<file path="src/rtl/audio_pkg.sv">
// rtl/audio_pkg.sv - shared audio sample types, constants and mixer FSM states.
package audio_pkg;

    localparam int SAMPLE_BITS = 16;
    // Magnitude bits of a clamped output sample.
    localparam int CLIP_LEN    = SAMPLE_BITS - 1;

    typedef logic signed [SAMPLE_BITS-1:0] sample_t;

    typedef enum logic [1:0] {
        IDLE,
        SLOT,
        PUBLISH
    } mix_state_t;

endpackage

</file>
<file path="src/rtl/mix_saturate.sv">
// rtl/mix_saturate.sv - combinational clamp of a wide signed accumulator to OUT_W bits.
module mix_saturate #(
    parameter int IN_W  = 19,
    parameter int OUT_W = 16
) (
    input  logic [IN_W-1:0]  i_acc,
    output logic [OUT_W-1:0] o_sample
);

    logic [IN_W-OUT_W:0] w_hi;
    logic                w_in_range;

    // In range when every bit above the output sign bit repeats the sign.
    assign w_hi       = i_acc[IN_W-1:OUT_W-1];
    assign w_in_range = (w_hi == '0) || (w_hi == '1);

    always_comb begin
        o_sample = i_acc[OUT_W-1:0];
        if (!w_in_range) begin
            o_sample = i_acc[IN_W-1] ? {1'b1, {(OUT_W-1){1'b0}}}
                                     : {1'b0, {(OUT_W-1){1'b1}}};
        end
    end

endmodule

</file>
<file path="src/rtl/voice_mix_scheduler.sv">
// rtl/voice_mix_scheduler.sv - round-robin voice collector and saturating mixer per frame tick.
// Optional MIXER_VOICE_GAIN_EN adds per-voice arithmetic right-shift gain (voice_shift).
module voice_mix_scheduler #(
    parameter int NUM_VOICES  = 4,
    parameter int SAMPLE_BITS = 16,
    parameter int WAIT_CYCLES = 8
) (
    input  logic                              mclk,
    input  logic                              rst,
    input  logic                              frame_tick,
    input  logic [NUM_VOICES-1:0]             voice_en,
    input  logic [NUM_VOICES-1:0]             voice_valid,
    input  logic [NUM_VOICES*SAMPLE_BITS-1:0] voice_sample,
`ifdef MIXER_VOICE_GAIN_EN
    input  logic [NUM_VOICES*3-1:0]           voice_shift,
`endif
    output logic [NUM_VOICES-1:0]             voice_grant,
    output logic [SAMPLE_BITS-1:0]            mix_sample,
    output logic                              mix_valid,
    output logic                              busy,
    output logic [NUM_VOICES-1:0]             underrun,
    output logic                              overrun
);
    import audio_pkg::*;

    localparam int ACC_W  = SAMPLE_BITS + $clog2(NUM_VOICES) + 1;
    localparam int IDX_W  = (NUM_VOICES > 1) ? $clog2(NUM_VOICES) : 1;
    localparam int WAIT_W = $clog2(WAIT_CYCLES + 1);

    if (NUM_VOICES < 1 || NUM_VOICES > 8) begin : g_bad_voices
        $error("voice_mix_scheduler: NUM_VOICES must be 1..8");
    end
    if (NUM_VOICES * (WAIT_CYCLES + 1) + 2 >= 256) begin : g_bad_latency
        $error("voice_mix_scheduler: worst-case frame latency must stay below 256 mclk");
    end

    mix_state_t                r_state, w_next;
    logic [NUM_VOICES-1:0]     r_en_q;
    logic [IDX_W-1:0]          r_idx;
    logic [WAIT_W-1:0]         r_wait;
    logic signed [ACC_W-1:0]   r_acc;
    logic [SAMPLE_BITS-1:0]    r_mix_sample;
    logic                      r_mix_valid;
    logic                      r_busy;
    logic [NUM_VOICES-1:0]     r_underrun;
    logic                      r_overrun;
    logic                      w_take, w_timeout, w_advance, w_last;
    logic signed [ACC_W-1:0]   w_contrib;
    logic [SAMPLE_BITS-1:0]    w_sat;

    assign w_take    = (r_state == SLOT) && r_en_q[r_idx] && voice_valid[r_idx];
    assign w_timeout = (r_state == SLOT) && r_en_q[r_idx] && !voice_valid[r_idx]
                       && (r_wait == WAIT_W'(WAIT_CYCLES - 1));
    assign w_advance = (r_state == SLOT) && (!r_en_q[r_idx] || voice_valid[r_idx] || w_timeout);
    assign w_last    = (r_idx == IDX_W'(NUM_VOICES - 1));

`ifdef MIXER_VOICE_GAIN_EN
    logic [NUM_VOICES*3-1:0] r_shift;
    assign w_contrib = ACC_W'($signed(voice_sample[r_idx*SAMPLE_BITS +: SAMPLE_BITS]))
                       >>> r_shift[r_idx*3 +: 3];
    always_ff @(posedge mclk) begin
        if (rst)
            r_shift <= '0;
        else if (r_state == IDLE && frame_tick)
            r_shift <= voice_shift;
    end
`else
    assign w_contrib = ACC_W'($signed(voice_sample[r_idx*SAMPLE_BITS +: SAMPLE_BITS]));
`endif

    mix_saturate #(.IN_W(ACC_W), .OUT_W(SAMPLE_BITS)) u_sat (
        .i_acc    (r_acc),
        .o_sample (w_sat)
    );

    always_ff @(posedge mclk) begin
        if (rst)
            r_state <= IDLE;
        else
            r_state <= w_next;
    end

    always_comb begin
        w_next = r_state;
        case (r_state)
            IDLE:    if (frame_tick) w_next = SLOT;
            SLOT:    if (w_advance && w_last) w_next = PUBLISH;
            PUBLISH: w_next = IDLE;
            default: w_next = IDLE;
        endcase
    end

    always_comb begin
        voice_grant = '0;
        if (w_take)
            voice_grant[r_idx] = 1'b1;
    end

    always_ff @(posedge mclk) begin
        if (rst) begin
            r_en_q       <= '0;
            r_idx        <= '0;
            r_wait       <= '0;
            r_acc        <= '0;
            r_mix_sample <= '0;
            r_mix_valid  <= 1'b0;
            r_busy       <= 1'b0;
            r_underrun   <= '0;
            r_overrun    <= 1'b0;
        end else begin
            r_mix_valid <= 1'b0;
            // Any tick outside IDLE, including the PUBLISH cycle, is dropped.
            if (frame_tick && r_state != IDLE)
                r_overrun <= 1'b1;
            case (r_state)
                IDLE: if (frame_tick) begin
                    r_en_q <= voice_en;
                    r_acc  <= '0;
                    r_idx  <= '0;
                    r_wait <= '0;
                    r_busy <= 1'b1;
                end
                SLOT: begin
                    if (w_take)
                        r_acc <= r_acc + w_contrib;
                    if (w_timeout)
                        r_underrun[r_idx] <= 1'b1;
                    if (w_advance) begin
                        r_idx  <= IDX_W'(r_idx + 1'b1);
                        r_wait <= '0;
                    end else begin
                        r_wait <= WAIT_W'(r_wait + 1'b1);
                    end
                end
                PUBLISH: begin
                    r_mix_sample <= w_sat;
                    r_mix_valid  <= 1'b1;
                    r_busy       <= 1'b0;
                end
                default: ;
            endcase
        end
    end

    assign mix_sample = r_mix_sample;
    assign mix_valid  = r_mix_valid;
    assign busy       = r_busy;
    assign underrun   = r_underrun;
    assign overrun    = r_overrun;

endmodule

</file>
<file path="config.mk">
export PLATFORM = sky130hd
export DESIGN_NAME = voice_mix_scheduler
export DESIGN_NICKNAME = d
export VERILOG_FILES = /design/src/rtl/audio_pkg.sv /design/src/rtl/mix_saturate.sv /design/src/rtl/voice_mix_scheduler.sv
export SDC_FILE = /design/constraint.sdc
export NUM_CORES = 1
export LEC_CHECK = 0
export BUFFER_PORTS_ARGS = -buffer_cell sky130_fd_sc_hd__buf_2
export CAP_MARGIN = 5
export CORE_AREA = 3 3 106 82
export DETAILED_ROUTE_END_ITERATION = 10
export DIE_AREA = 0 0 109 85
export PLACE_DENSITY = 0.81
export SLEW_MARGIN = 25
export SYNTH_ARGS = -nofsm -noshare
export SYNTH_HDL_FRONTEND = slang
export SYNTH_SLANG_ARGS = --single-unit
</file>
<file path="constraint.sdc">
create_clock -name mclk -period 3.6 [get_ports mclk]
set_input_delay 0.18 -clock mclk [delete_from_list [all_inputs] [get_ports mclk]]
set_output_delay 0.18 -clock mclk [all_outputs]
set_load 0.02 [all_outputs]
</file>
=== Word-level counts from Yosys, hierarchy flattened ===
Index checks and enable logic that the tools add are counted.

* Bits in registers: 54
* Bits of input ports: 75
* Output and inout port bits: 27
* Word-level logic and storage cells: 75

* Add/subtract/negate cells: 3
* $lt $le $gt $ge: 2
* Equal/unequal tests: 9
* Shift-type cells: 1
* Multiplexer cells: 24
* Bitwise logic cells: 1
* Reductions and logical operators: 25

{| class="wikitable"
|+ Operators with widths
! kind !! number
|-
| $shiftx A64 B7 Y16 || 1
|-
| $mux W19 || 2
|-
| $pmux W19 S2 || 1
|-
| $mux W16 || 2
|-
| $add A19 B16 Y19 || 1
|-
| $mux W4 || 3
|-
| $reduce_and A2 Y1 || 5
|-
| $logic_and A1 B1 Y1 || 8
|-
| $mux W2 || 4
|-
| $pmux W2 S2 || 2
|-
| $pmux W4 S2 || 1
|-
| $ne A2 B2 Y1 const B || 3
|-
| $reduce_and A3 Y1 || 2
|-
| $reduce_bool A2 Y1 || 3
|-
| $mux W1 || 5
|-
| $add A4 B1 Y4 const B || 1
|-
| $bmux W1 S2 || 2
|-
| $eq A2 B2 Y1 const B || 2
|-
| $eq A4 B3 Y1 const B || 1
|-
| $eq A4 B4 Y1 const B || 1
|-
| $logic_not A4 Y1 || 1
|-
| $or A4 B4 Y4 || 1
|-
| $logic_or A1 B1 Y1 || 3
|-
| $lt A2 B3 Y1 const B || 1
|-
| 8 further kinds || 9
|}

=== Depth between registers and ports, before layout ===
Gate-level depths: netlist of run 1.

* Depth in word-level cells: 10
* Gate-level depth with buffers: 11
* Depth with buffers taken out: 9

=== Cells and area by module ===
A second synthesis of run 1 with hierarchy kept.

* Cells, all modules: 440
* Area total of the unflattened synthesis: 3,676.0 um^2

{| class="wikitable"
|+ By module, submodules not included
! module !! times used !! cells an instance !! area each (um^2) !! seq. area each (um^2)
|-
| voice_mix_scheduler || 1 || 384 || 3,301.9 || 1,081.0
|-
| mix_saturate || 1 || 56 || 374.1 || 0.0
|}

=== Least setup slack after synthesis of run 1 ===
OpenSTA, ideal clock, no wires.

* Kind: flip-flop to flip-flop
* Start point: register r_idx[0]
* End point: register r_acc[18]
* Setup time: 62 ps
* Arrival time: 3,158 ps
* Data required time: 3,538 ps
* Setup slack: 380 ps
* Cell stages (with the launch flop): 11
* Buffers on the path: 2
* Clock period less this slack: 3,220 ps
* Path through: dfxtp_1 buf_6 buf_2 mux4_2 ha_1 and3_4 a22o_1 a211o_1 a2111o_1 a211o_1 nand3_1

* Longest elaborated chain between the ends: 6
* Elaborated cells on any way between the ends: 12
* Classes of those cells: add/sub: 1; eq/ne: 1; shift: 1; mux: 6; reduce/logical: 3

{| class="wikitable"
|+ RTL lines
! what !! line !! RTL
|-
| from (decl) || voice_mix_scheduler.sv:39 || <nowiki>logic [IDX_W-1:0] r_idx;</nowiki>
|-
| from (signal assigned) || voice_mix_scheduler.sv:129 || <nowiki>r_idx <= IDX_W'(r_idx + 1'b1);</nowiki>
|-
| parallel branches: the longest is 6 deep, another holds $add A19 B16 Y19 || - ||
|-
| to (signal assigned) || voice_mix_scheduler.sv:125 || <nowiki>r_acc <= r_acc + w_contrib;</nowiki>
|-
| to (decl) || voice_mix_scheduler.sv:41 || <nowiki>logic signed [ACC_W-1:0] r_acc;</nowiki>
|}

Parallel ways; which one is timed is not known. The select of a mux whose other input is x is not followed.
A chain may end at the register's enable or synchronous reset.

=== Final worst setup path of run 1 ===
* Start point: register r_idx[0]
* End point: register r_acc[11]

The elaborated chain is that of the path after synthesis.

==> metrics.md, run 1 <==
| Metric | Value |
|---|---|
| Status | finished, final reports clean |
| Leakage | approximately 1.8 nW |
| Slew margin rel. | 0.376 |
| Comb pwr share | 0.215 |
| Avg Inst Size Synth | between 8 and 9 µm² |
| I/O pins | 102 |
| Met1 Use GR | 0.317 |
| DR WL/cell | about 16 µm |
| Reg-to-Reg Start | r_idx[0] |
| Final period util | 0.918 |
| Latest clock arrival within the worst-skew pair | roughly 0.31 ns |
| Max incr delay on CP | approximately 0.55 ns |
| Switching Fraction | 0.278 |
| Clk sinks | 54 |
| Internal power | 0.945 mW |
| Drt pass-1 iters | 4 |
| Die footprint | between 9000 and 10,000 µm² |
| Share of cells above drive strength 1 | 0.293 |
| Largest net degree at the start of global routing | 54 |
| Min Tclk post-route | ~3.3 ns |
| CP Launch Type | flip-flop |
| Final RePlAce weighted congestion | just under 1 |
| CP arrival | ~3.5 ns |
| Placed Instance Area | 4030 µm² |
| Total power | 1.31 mW |
| H-tree Lvls | 2 |
| ANT cells | 0 |
| Root Buffer | clkbuf_8 |
| Max-Cap Viols | 0 |
| Final Net Count | 590 |
| Pwr per Cell Area | ~320 nW/µm² |
| Initial Util | 0.442 |
| GR Util met3 | 0.0319 |
| Tightest Pin Transition | 0.936 ns |
| Worst-path clk slew | ~0.1 ns |
| Clock tree buffer depth | 2 |
| Worst VDD drop | 0.185 mV |
| Area grow syn2layout | 19.8% |
| Worst R2R Setup Slack | around 0.3 ns |
| Core Util, Final | 0.530 |
| Vias | ~3,400 |
| Hpwl dp | around 7600 µm |
| R2R cell count | 9 |
| CP endpoint | r_acc[11] |
| First-pass GRT wire length | ~15,000 µm |
| TritonCTS clock tree | yes |
| CTS Buf Count | 5 |
| Fillers | 727 |
| Mapped Area | about 3500 µm² |
| Die height | 85 µm |
| Final Hold Viols | 0 |
| Detailed-route DRC error count | 0 |
| Top cells by area, synth | dfxtp_1 (31%), mux4_2 (12%), ha_1 (8.3%), a21oi_1 (7.8%), nand2_1 (4.1%) |
| Max-slew violations | 0 |
| Cell count after synthesis | roughly 400 |
| Initial antenna violation count | 0 |
| Total nets after synthesis | 497 |
| Clock skew | about 0.009 ns |
| Seq cells post-synth | 54 |
| Psw | around 0.36 mW |
| CP Capture Type | flip-flop |
| Total global routing overflow | 0 |
| CP Max Fanout | 13 |
| Tot GR Track Use | 0.206 |
| Met2 usage | 0.311 |
| Cell taking the most area after synthesis | dfxtp_1 |
| Row cnt | 28 |
| Setup TNS Final | 0 ns |
| Share of the synthesized area in the top cell type | 0.313 |
| Max Fclk | between 0.3 and 0.4 GHz |
| CP startpoint | r_idx[0] |
| Kind of critical path | reg2reg |
| Top Usage Layer GRT | met1 |
| Hold crit path type | in2reg |
| Syn. warnings | 0 |
| CTS Hold Bufs | 0 |
| Top FF cell, synth | dfxtp_1 |
| Critical Path RT | around 3.8 ns |
| Hold_ws | approximately 0.10 ns |
| Post-Route WL | between 9000 and 10,000 µm |
| Asr flop ratio synth | 0 |
| Vias per cell | approximately 5.7 |
| Sequential Power Share | 0.473 |
| RSZ-0062 raised after global routing | false |
| Clock share of power | 0.311 |
| Core Box Area | roughly 7800 µm² |
| Final setup viols | 0 |
| Vias in the first global route | 3,148 |
| Initial DRC count | 263 |
| Worst-path cell chain | buf_4, mux4_2, ha_1, a21o_1, a21oi_1, a21boi_0, o31a_2, or3_1, a32o_1 |
| Post-synth cell types | 56 |
| Post-cts gate resize count | 0 |
| Reg-to-Reg End | r_acc[11] |
| Post-synth EDFFs | 0 |
| Sequential-to-total area share from yosys stat | 0.313 |
| Setup bufs post-CTS | 0 |
| Synth cell count leaders | a21oi_1 (54), dfxtp_1 (54), nand2_1 (38), nor2_1 (37), ha_1 (23) |
| Post-DRT Antenna Nets | 0 |
| Final Instance Area | 4140 µm² |
| # port buffers | 101 |
| Die W | 109 µm |
| Worst path slowest cell | mux4_2 |
flip-flops by register name, summed over array words and instances (netlist names):
name	cells
busy	1
mix_sample	16
mix_valid	1
overrun	1
r_acc	19
r_en_q	4
r_idx	2
r_state	2
r_wait	4
underrun	4
worst min path at each step:
stage	start	end	slack, ns	cells after the start
after floorplan	voice_en[0]	r_en_q[0]	0.32	2
after global routing	voice_en[3]	r_en_q[3]	0.10	3
after CTS	voice_en[3]	r_en_q[3]	0.10	3
after detailed placement	voice_en[3]	r_en_q[3]	0.43	3
after global placement	voice_en[0]	r_en_q[0]	0.43	3
final	voice_en[3]	r_en_q[3]	0.10	3
worst max-delay path, delay by kind of cell (launching register included):
kind	cells	cell delay, ns
muxes	1	0.55
adders and majority gates	1	0.36
DFF	1	0.44
and+or+nand+nor	1	0.30
buffers and inverters	1	0.30
AOI/OAI and AO/OA	5	1.24
kinds of logic after synthesis:
kind of cell,synth area share
buffers and inverters,0.0398
AO/OA/AOI/OAI,0.193
AND/OR/NAND/NOR,0.219
flip-flops,0.313
XOR/XNOR,0.0253
adder cells (fa/ha/maj),0.0891
multiplexers,0.121
placed cells by master (no fill, tap or decap), types with 2 or more instances in the layout:
cell type	n
or3_1	4
buf_4	6
nand3_1	20
nor3_1	22
a22o_1	4
o21bai_1	2
inv_1	7
xor2_1	3
nand2_1	38
mux4_2	18
a211o_1	3
nor2b_1	4
ha_1	23
a21oi_1	54
o21ai_0	13
buf_2	101
a211oi_1	2
dfxtp_1	54
nor2_2	2
and3_1	2
nand4b_1	2
a31oi_1	4
nand2b_1	4
a21o_1	7
o21a_1	2
a21boi_0	3
and2_1	5
clkbuf_8	5
nand4_1	4
a32o_1	3
o211ai_1	3
xnor2_1	7
nor2_1	37
routing by layer:
metal  vias to the layer above  share of wire
met3                         7          0.094
li1                       1657              -
met2                       157           0.43
met1                      1564           0.47
met4                         0         0.0076
met5                         -              0
final cells by class:
cell class | instances | area [µm²] | share of cell area
inverters | 7 | 26.3 | 0.00635
clock inverters | 2 | 37.5 | 0.00907
well taps | 105 | 131 | 0.0317
multi-input cells | 316 | 2240 | 0.541
repair buffers | 107 | 551 | 0.133
clock buffers | 6 | 72.6 | 0.0175
flip-flops and latches | 54 | 1080 | 0.261
power by group through the flow:
stage | combinational [mW] | clock, mW | sequential (mW)
2_1_floorplan | 0.196 | 0 | 0.632
3_3_place_gp | 0.274 | 0 | 0.632
3_5_place_dp | 0.280 | 0 | 0.633
4_1_cts | 0.281 | 0.411 | 0.619
5_1_grt | 0.311 | 0.438 | 0.621
6_report | 0.282 | 0.407 | 0.619
stage by stage:
step | cells | worst slack [ns]
floorplan | 398 | 0.380
global placement | 589 | 0.417
detailed placement | 589 | 0.341
CTS | 597 | 0.293
global route | 597 | 0.0442
finish | 597 | 0.293
No activity file was read; power rests on OpenSTA's default activity.
==> run 2: changes to the inputs <==
- CORE_AREA: 3 3 106 82 -> 3 3 109 85
- DIE_AREA: 0 0 109 85 -> 0 0 112 88
- PLACE_DENSITY: 0.81 -> 0.8
- SYNTH_HIERARCHICAL: unset -> 1
==> metrics.md, run 2 <==
| Metric | Value |
|---|---|
| Status | finished, final reports clean |
| Final RePlAce weighted congestion | 0.838 |
| Final setup viols | 0 |
| Critical path buffers and inverters | 1 |
| Reg-to-Reg Start | r_idx[0] |
| Post-DRT Antenna Nets | 0 |
| Mapped Area | ~3700 µm² |
| Leakage | 1.82 nW |
| Detailed-route DRC error count | 0 |
| Latest clock arrival within the worst-skew pair | roughly 0.30 ns |
| Max-Cap Viols | 0 |
| CP Max Fanout | 14 |
| ANT cells | 0 |
| Clock skew | 0.0112 ns |
| Setup ws final | between 0.2 and 0.3 ns |
| Synth cell count leaders | nand2_1 (69), dfxtp_1 (54), a21oi_1 (50), nor2_1 (29), nor3_1 (25) |
| CP endpoint | r_acc[18] |
| Post-synth cell types | 50 |
| Top Usage Layer GRT | met2 |
| Final Hold Viols | 0 |
| Seq cells post-synth | between 50 and 60 |
| Vias | between 3,000 and 4,000 |
| Total power | ~1.2 mW |
| Hold crit path type | in2reg |
| CP Launch Type | flip-flop |
| Area grow syn2layout | 18.0% |
| Worst R2R Setup Slack | ~0.26 ns |
| Tightest Pin Transition | roughly 0.89 ns |
| Most frequent cells in the layout | buf_2 (101), nand2_1 (69), dfxtp_1 (54) |
| Largest register FFs | 19 |
| Root Buffer | clkbuf_8 |
| Tot GR Track Use | 0.183 |
| Sequential-to-total area share from yosys stat | 0.294 |
| Final period util | 0.929 |
| Reg-to-Reg End | r_acc[18] |
| Row cnt | 29 |
| Met1 Use GR | 0.265 |
| Drt pass-1 iters | 4 |
| Core Box Area | ~8300 µm² |
| Clock tree buffer depth | 2 |
| Cell count after synthesis | 440 |
| Die height | approximately 90 µm |
| # port buffers | between 100 and 150 |
| Final Instance Area | 4340 µm² |
| Largest net degree at the start of global routing | 46 |
| Avg Inst Size Synth | 8.35 µm² |
| Post-synth EDFFs | 0 |
| Kind of critical path | reg2reg |
| Share of the synthesized area in the top cell type | 0.294 |
| Die W | 112 µm |
| Initial antenna violation count | 0 |
| Vias in the first global route | between 3,000 and 4,000 |
| Post-Route WL | between 9000 and 10,000 µm |
| R2R cell count | 10 |
| Max Fclk | around 0.3 GHz |
| Critical Path RT | approximately 3.8 ns |
| First-pass GRT wire length | between 15,000 and 20,000 µm |
| CP startpoint | r_idx[0] |
| Vias per cell | 5.54 |
| CP Capture Type | flip-flop |
| Min Tclk post-route | between 3 and 4 ns |
| Syn. warnings | 6 |
| I/O pins | 102 |
| Pwr per Cell Area | ~280 nW/µm² |
| Cell taking the most area after synthesis | dfxtp_1 |
| Worst-path clk slew | approximately 0.090 ns |
| Clk sinks | 54 |
| Worst path slowest cell | mux4_2 |
| DR WL/cell | between 10 and 15 µm |
| Initial DRC count | 256 |
| TritonCTS clock tree | yes |
| Most flops, register | r_acc |
| Top FF cell, synth | dfxtp_1 |
| Worst-path cell chain | buf_6, mux4_2, ha_1, a21oi_1, o21ai_0, a32oi_1, o41a_1, o211a_2, mux2_4, a311o_1 |
| Initial Util | 0.442 |
| Met2 usage | 0.278 |
| Slew margin rel. | 0.403 |
| CTS Hold Bufs | 0 |
| Top cells by area, synth | dfxtp_1 (29%), mux4_2 (10%), ha_1 (7.8%), nand2_1 (7.0%), a21oi_1 (6.8%) |
| Total nets after synthesis | approximately 540 |
| Final Net Count | 629 |
| Hpwl dp | about 7400 µm |
| CTS Buf Count | 5 |
| Top Family by Delay on Critical Path | compound AO/OA/AOI/OAI gates |
| Total global routing overflow | 0 |
| Asr flop ratio synth | 0 |
| RSZ-0062 raised after global routing | false |
| Setup TNS Final | 0 ns |
| Max incr delay on CP | 0.53 ns |
| GR Util met3 | 0.0449 |
| CP arrival | 3.52 ns |
| DP Worst Slack | 0.147 ns |
| H-tree Lvls | 2 |
| Placed Instance Area | between 4000 and 5000 µm² |
| Most common cell after layout, fill and taps aside | buf_2 |
| Top-count cell post-synth | nand2_1 |
| Worst path depth | 10 |
| Max-slew violations | 0 |
| Die footprint | between 9000 and 10,000 µm² |
| Share of cells above drive strength 1 | 0.272 |
| Worst VDD drop | approximately 0.17 mV |
==> run 2: repair_timing <==
item	in CTS	in global routing
setup endpoints to repair	0	2
setup buffers	0	0
gates resized for setup	0	2
==> run 2: how the worst min path moves through the flow <==
stage / startpoint / slack (ns) / end / depth (start not counted)
after floorplan: voice_en[0] / 0.32 / r_en_q[0] / 2
after global placement: voice_en[0] / 0.42 / r_en_q[0] / 3
after detailed placement: voice_en[3] / 0.43 / r_en_q[3] / 3
after CTS: voice_en[0] / 0.10 / r_en_q[0] / 3
after global routing: voice_en[0] / 0.11 / r_en_q[0] / 3
final: voice_en[3] / 0.11 / r_en_q[3] / 3
==> run 2: metal layers <==
layer | vias to the layer above | routed length [µm]
li1 | 1776 | -
met5 | - | 0
met4 | 0 | 84
met1 | 1604 | 4590
met2 | 144 | 3890
met3 | 10 | 705
==> run 2: stage by stage <==
stage                     std cells  hold WS (ns)  utilization
final                           638         0.107        0.522
after global routing            638         0.109        0.522
after CTS                       638         0.102        0.521
after detailed placement        631         0.432        0.511
after global placement          631         0.425        0.511
after floorplan                 440         0.316            -
==> run 2: worst reg2reg max path, stage by stage (launching register included) <==
cell	delay, ns
dfxtp_1	0.45
buf_6	0.25
mux4_2	0.53
ha_1	0.36
a21oi_1	0.25
o21ai_0	0.20
a32oi_1	0.19
o41a_1	0.17
o211a_2	0.20
mux2_4	0.30
a311o_1	0.32
==> run 2: power by group <==
part	switching [mW]	total, mW	internal [mW]
clock	0.184	0.318	0.134
sequential	0.0122	0.620	0.608
combinational	0.151	0.287	0.137
total	0.347	1.23	0.879
==> run 2: area by class of cell <==
type | instances | area, µm²
multi-input combinational | 349 | 2410
tap | 108 | 135
clock buffer | 6 | 72.6
sequential | 54 | 1080
inverter | 7 | 26.3
clock inverter | 1 | 7.51
fill | 769 | 3970
timing repair buffer | 113 | 599
==> run 2: kinds of logic after synthesis <==
logic type / count (synthesis) / synth area share
flops: 54 / 0.294
mux: 21 / 0.118
buf+inv: 37 / 0.0504
compound gates: 121 / 0.205
simple gates: 169 / 0.215
fa+ha+maj: 24 / 0.0837
xor+xnor: 14 / 0.0334
